[src/rtl/lockstep_pkg.sv]
// Shared constants and types for the lockstep comparator.
package lockstep_pkg;

   localparam int unsigned DEPTH_DEFAULT = 4;
   localparam int unsigned CNT_W_DEFAULT = 16;
   localparam int unsigned DATA_W        = 8;

   typedef enum logic [1:0] {
      StIdle = 2'd0,
      StRun  = 2'd1,
      StFail = 2'd2
   } state_e;

endpackage

[src/rtl/lockstep_fifo.sv]
// Per-channel skew buffer; pointers carry an extra MSB so full and empty are distinguishable.
module lockstep_fifo
   import lockstep_pkg::*;
#(
   parameter int unsigned DEPTH = DEPTH_DEFAULT
) (
   input  logic              clk,
   input  logic              reset,
   input  logic              push,
   input  logic              pop,
   input  logic [DATA_W-1:0] wdata,
   output logic              full,
   output logic              empty,
   output logic [DATA_W-1:0] head
);

   localparam int unsigned AW = $clog2(DEPTH);
   localparam logic [AW:0] PTR_ONE = {{AW{1'b0}}, 1'b1};

   logic [AW:0]       wr_ptr_q, wr_ptr_d;
   logic [AW:0]       rd_ptr_q, rd_ptr_d;
   logic [DATA_W-1:0] mem_q [DEPTH];
   logic              do_push;
   logic              do_pop;

   assign empty = (wr_ptr_q == rd_ptr_q);
   assign full  = (wr_ptr_q[AW] != rd_ptr_q[AW]) && (wr_ptr_q[AW-1:0] == rd_ptr_q[AW-1:0]);
   assign head  = mem_q[rd_ptr_q[AW-1:0]];

   // A pop in the same cycle frees the slot, so a push into a full buffer is accepted then.
   assign do_pop  = pop && !empty;
   assign do_push = push && (!full || do_pop);

   always_comb begin
      wr_ptr_d = wr_ptr_q;
      rd_ptr_d = rd_ptr_q;
      if (do_push) wr_ptr_d = wr_ptr_q + PTR_ONE;
      if (do_pop)  rd_ptr_d = rd_ptr_q + PTR_ONE;
   end

   always_ff @(posedge clk) begin
      if (reset) begin
         wr_ptr_q <= '0;
         rd_ptr_q <= '0;
      end else begin
         wr_ptr_q <= wr_ptr_d;
         rd_ptr_q <= rd_ptr_d;
      end
   end

   always_ff @(posedge clk) begin
      if (do_push) mem_q[wr_ptr_q[AW-1:0]] <= wdata;
   end

endmodule

[config.mk]
export PLATFORM = sky130hd
export DESIGN_NAME = lockstep_fifo
export DESIGN_NICKNAME = d
export VERILOG_FILES = /design/src/rtl/lockstep_pkg.sv /design/src/rtl/lockstep_fifo.sv
export SDC_FILE = /design/constraint.sdc
export NUM_CORES = 1
export LEC_CHECK = 0
export CORE_UTILIZATION = 40
export CTS_BUF_LIST = sky130_fd_sc_hd__clkbuf_8
export CTS_CLUSTER_DIAMETER = 150
export DETAILED_ROUTE_END_ITERATION = 12
export GPL_TIMING_DRIVEN = 0
export HOLD_SLACK_MARGIN = 0.15
export MAX_ROUTING_LAYER = met4
export PLACE_DENSITY = 0.61
export SLEW_MARGIN = 30
export SYNTH_ARGS = -nofsm -noshare
export SYNTH_HDL_FRONTEND = slang
export SYNTH_SLANG_ARGS = --single-unit
[constraint.sdc]
create_clock -name clk -period 4.8 [get_ports clk]
set_input_delay 1.2 -clock clk [delete_from_list [all_inputs] [get_ports clk]]
set_output_delay 1.2 -clock clk [all_outputs]
set_load 0.05 [all_outputs]
After elaboration in Yosys (flattened, before gate mapping):

Memory sizes are Yosys's and may differ from the RTL's. A register that Yosys moved wholly into a read port is not among the register bits.
Index checks and enable logic that the tools add are counted.

* register bits after elaboration: 6
* RAM bits: 32
* bits of input ports: 12
* output and inout bits: 10
* logic and storage cells: 18
* memories: 1

* $add $sub $neg: 2
* equality and inequality tests: 3
* muxes and demuxes: 4
* reduce and logical (&&, ||, !) cells: 6

Memory list
* mem_q: depth 4, bits a word 8, read ports 1, clocked after Yosys merged registers in 1, write ports 1, line lockstep_fifo.sv:22 `logic [DATA_W-1:0] mem_q [DEPTH];`

Operator list (number)
* $add 3x1->3 const B: 2
* $mux 2: 2
* $eq 3x3->1: 1
* $logic_and 1x1->1: 3
* $eq 2x2->1: 1
* $logic_not 1->1: 2
* $mux 1: 2
* $logic_or 1x1->1: 1
* $ne 1x1->1: 1

Logic depth before layout (Yosys ltp):

* depth in word-level cells: 7
* depth in mapped cells: 4
* depth with buffers taken out: 4

Worst setup path before layout:

OpenSTA, ideal clock, no wires.

* path type: register -> output
* start: register wr_ptr_q[1]
* end: output port empty
* data arrival time: 1.423 ns
* required time: 3.600 ns
* setup slack: 2.177 ns
* cell stages (with the launch flop): 4
* buffers on the path: 0
* path through: dfxtp_1 xnor2_2 nand2_1 nor2_1

* word-level cells in the longest chain between the ends: 1

RTL lines
* start: declaration: line lockstep_fifo.sv:20 `logic [AW:0] wr_ptr_q, wr_ptr_d;`
* start signal: assignment: line lockstep_fifo.sv:46 `wr_ptr_q <= wr_ptr_d;`
* $eq 3x3->1: line lockstep_fifo.sv:26 `assign empty = (wr_ptr_q == rd_ptr_q);`
* end: declaration: line lockstep_fifo.sv:13 `output logic empty,`

No other way between the ends.

==> impl_metrics.py <==
metrics = {
    "cts": {
        "clkLatencyLatePin_ps": 290,
        "cts_buffers": 5,
        "ctsResizeCount": 0,
        "cts.sinks": 40,
        "clk_pin_slew_ps": 70,
        "postCtsHoldBufs": 0,
        "cts_root_buf": "clkbuf_8",
        "post_cts_buffers": 0,
        "htreeDepth": 2,
        "cts_tree": "built",
        "cts.path.max_buffers": 2,
    },
    "global_routing": {
        "grt_usage_pct": 15.09,
        "grt_start_max_net_pins": 13,
        "grt_pass1_wl_um": 4416,
        "antenna_found_initial": 0,
        "overflow": 0,
        "grt_pass1_vias": 928,
    },
    "cells_and_area": {
        "nFillCells": 345,
        "drive_above_1_share_pct": 18.25,
        "syn_to_final_growth_pct": 22.39,
        "layout.nets": 142,
        "fin_cells": 176,
        "diodes": 0,
        "design_area_um2": 2079,
    },
    "min_path": {
        "worstHoldPathCells": 2,
        "hp-class": "reg2reg",
        "hold_start": "rd_ptr_q[1]",
    },
    "critical_path": {
        "cp_cell_sequence": "buf_2 > mux4_2 > clkdlybuf4s50_1",
        "cpMaxStageDelayCell": "clkdlybuf4s50_1",
        "r2r-end": "mem_q[2][1]",
        "startpoint_type": "register",
        "worstPathRequired_ps": 3600,
        "cp-end-kind": "output pin",
        "cp_top_family": "buffers and inverters",
        "reg2reg_from": "wr_ptr_q[1]",
        "crit_type": "reg2out",
        "reg2reg_slack_ps": 2990,
        "arrival_ps": 2140,
        "slowest_delay_ps": 710,
        "cp_max_fo": 8,
        "crit_buf_inv": 2,
        "r2r_cells": 3,
    },
    "detailed_routing": {
        "routed_wl_um": 2698,
        "route.vias.total": 879,
        "antenna_left": 0,
        "viasPerCell": 4.994,
        "drt_iter0_drc": 36,
        "drt_first_pass_iters": 4,
        "wire_per_inst_um": 15.33,
        "drc_errors": 0,
    },
    "floorplan": {
        "die_x_um": 67.18,
        "coreArea_um2": 4029,
        "io_pins": 22,
        "die_area_um2": 4512,
        "start_util_pct": 42.17,
        "core.rowCount": 23,
        "die_h_um": 67.18,
    },
    "place": {
        "placedCellCount": 168,
        "place_congestion": 0.7166,
        "dp_hpwl_um": 1842,
        "place_area_um2": 1972,
        "port_buffers": 21,
    },
    "timing": {
        "fin_worst_skew_ps": 4.351,
        "final-max-slew-violation-count": 0,
        "tightest_slew_ps": 649.3,
        "max_freq_ghz": 0.2992,
        "rsz0062_at_grt": "no",
        "final_hold_viol_count": 0,
        "fin_crit_sh_pct": 69.64,
        "relSlewSlack_pct": 56.71,
        "post-route-min-period_ps": 3343,
        "setup_tns_ps": 0,
        "setup_viol": 0,
    },
    "synth": {
        "syn_avg_cell_area_um2": 17.52,
        "synth_ff_type": "edfxtp_1",
        "netlist_instances": 97,
        "synth_seq_cells": 40,
        "syn_area_um2": 1699,
        "synth_top_area_share_pct": 56.55,
        "synth.most_common_cell": "edfxtp_1",
        "synth_top_area_cell": "edfxtp_1",
        "async_reset_ff_share_pct": 0,
        "synth_edf_count": 32,
        "synth_cell_type_count": 26,
        "syn_nets": 114,
        "ys_top_cells_by_count": "edfxtp_1 (32), dfxtp_1 (8), mux4_2 (8)",
        "synthTopCellsByArea": "edfxtp_1 (57%), mux4_2 (11%), dfxtp_1 (9.4%), ha_1 (3.7%), mux2_1 (2.0%)",
        "yosysSeqAreaShare_pct": 65.98,
        "yosysWarnings": 0,
    },
    "run": {
        "drv_cap": 0,
    },
    "power_and_ir_drop": {
        "peakVddDrop_mv": 0.1893,
        "leakagePower_nw": 0.7130,
        "power_density_nw_per_um2": 446.8,
    },
    "status": {
        "status": "finished, final reports clean",
    },
}
==> kinds of logic (layout without fill, tap and decap cells) <==
family | count (synthesis) | after routing | share of synthesized area, %
xor gates and xnor gates | 4 | 4 | 3.388
AOI/OAI and AO/OA | 5 | 5 | 3.535
muxes | 14 | 14 | 14.65
adders and majority gates | 5 | 5 | 3.682
and+or+nand+nor | 21 | 21 | 6.922
buffers and inverters | 8 | 37 | 1.840
DFF | 40 | 40 | 65.98
==> layout by cell type (no fill, tap or decap), drive strengths merged, types with 2 or more instances in the layout <==
| master | netlist | routed |
|---|---|---|
| mux2i | 2 | 2 |
| ha | 5 | 5 |
| a41oi | 2 | 2 |
| dfxtp | 8 | 8 |
| and2 | 3 | 3 |
| clkbuf | 1 | 6 |
| edfxtp | 32 | 32 |
| clkdlybuf4s50 | 0 | 21 |
| nor2 | 6 | 6 |
| a31oi | 2 | 2 |
| nor2b | 3 | 3 |
| buf | 2 | 2 |
| xnor2 | 3 | 3 |
| nand2b | 4 | 4 |
| nand2 | 2 | 2 |
| inv | 5 | 6 |
| mux4 | 8 | 8 |
| mux2 | 4 | 4 |
==> metrics by stage <==
step	util [%]	worst slack, ps	hold slack, ps	power, mW
final	51.61	1457	561.3	0.9291
after global routing	51.61	1324	593.0	0.9698
after CTS	51.61	1416	572.5	0.9381
after detailed placement	48.94	1741	550.8	0.6789
after global placement	48.94	1749	537.7	0.6717
after floorplan	-	2177	513.3	0.6008
==> power breakdown <==
part	internal, mW	total [mW]	switching [mW]
clock network	0.152	0.262	0.110
registers	0.399	0.412	0.0123
logic	0.102	0.255	0.153
==> worst register-to-register path, stage by stage, from the launching register on <==
cell	delay, ps
dfxtp_1	450
xnor2_2	170
a41oi_2	350
and2_1	480
==> sequential cells by signal, indices dropped and copies added, names as in the netlist, named ones only <==
signal,count
wr_ptr_q,3
mem_q,32
rd_ptr_q,3
==> how the worst max path moves through the flow <==
| stage | startpoint | end | slack (ps) | cells after the start |
|---|---|---|---|---|
| after floorplan | wr_ptr_q[1] | empty | 2180 | 3 |
| after global placement | register | head[5] | 1750 | 3 |
| after detailed placement | register | head[5] | 1740 | 3 |
| after CTS | register | head[5] | 1420 | 3 |
| after global routing | register | head[6] | 1320 | 3 |
| final | register | head[5] | 1460 | 3 |
==> per-layer routing <==
metal	vias up	wire, um	track usage, %
met5	-	0	-
met1	435	1165	17.05
met3	5	115	4.561
met4	0	49	7.979
li1	422	-	-
met2	17	1367	24.00
==> area by class of cell <==
cell class / instances / area (um2) / area share, %
clock inverters: 3 / 38.79 / 1.865
inverters: 5 / 18.77 / 0.9025
flip-flops and latches: 40 / 1121 / 53.91
repair buffers: 21 / 210.2 / 10.11
clock buffers: 5 / 68.82 / 3.309
plain buffers: 3 / 12.51 / 0.6017
well taps: 50 / 62.56 / 3.008
multi-input cells: 49 / 546.8 / 26.29
(Power assumes the default switching activity.)
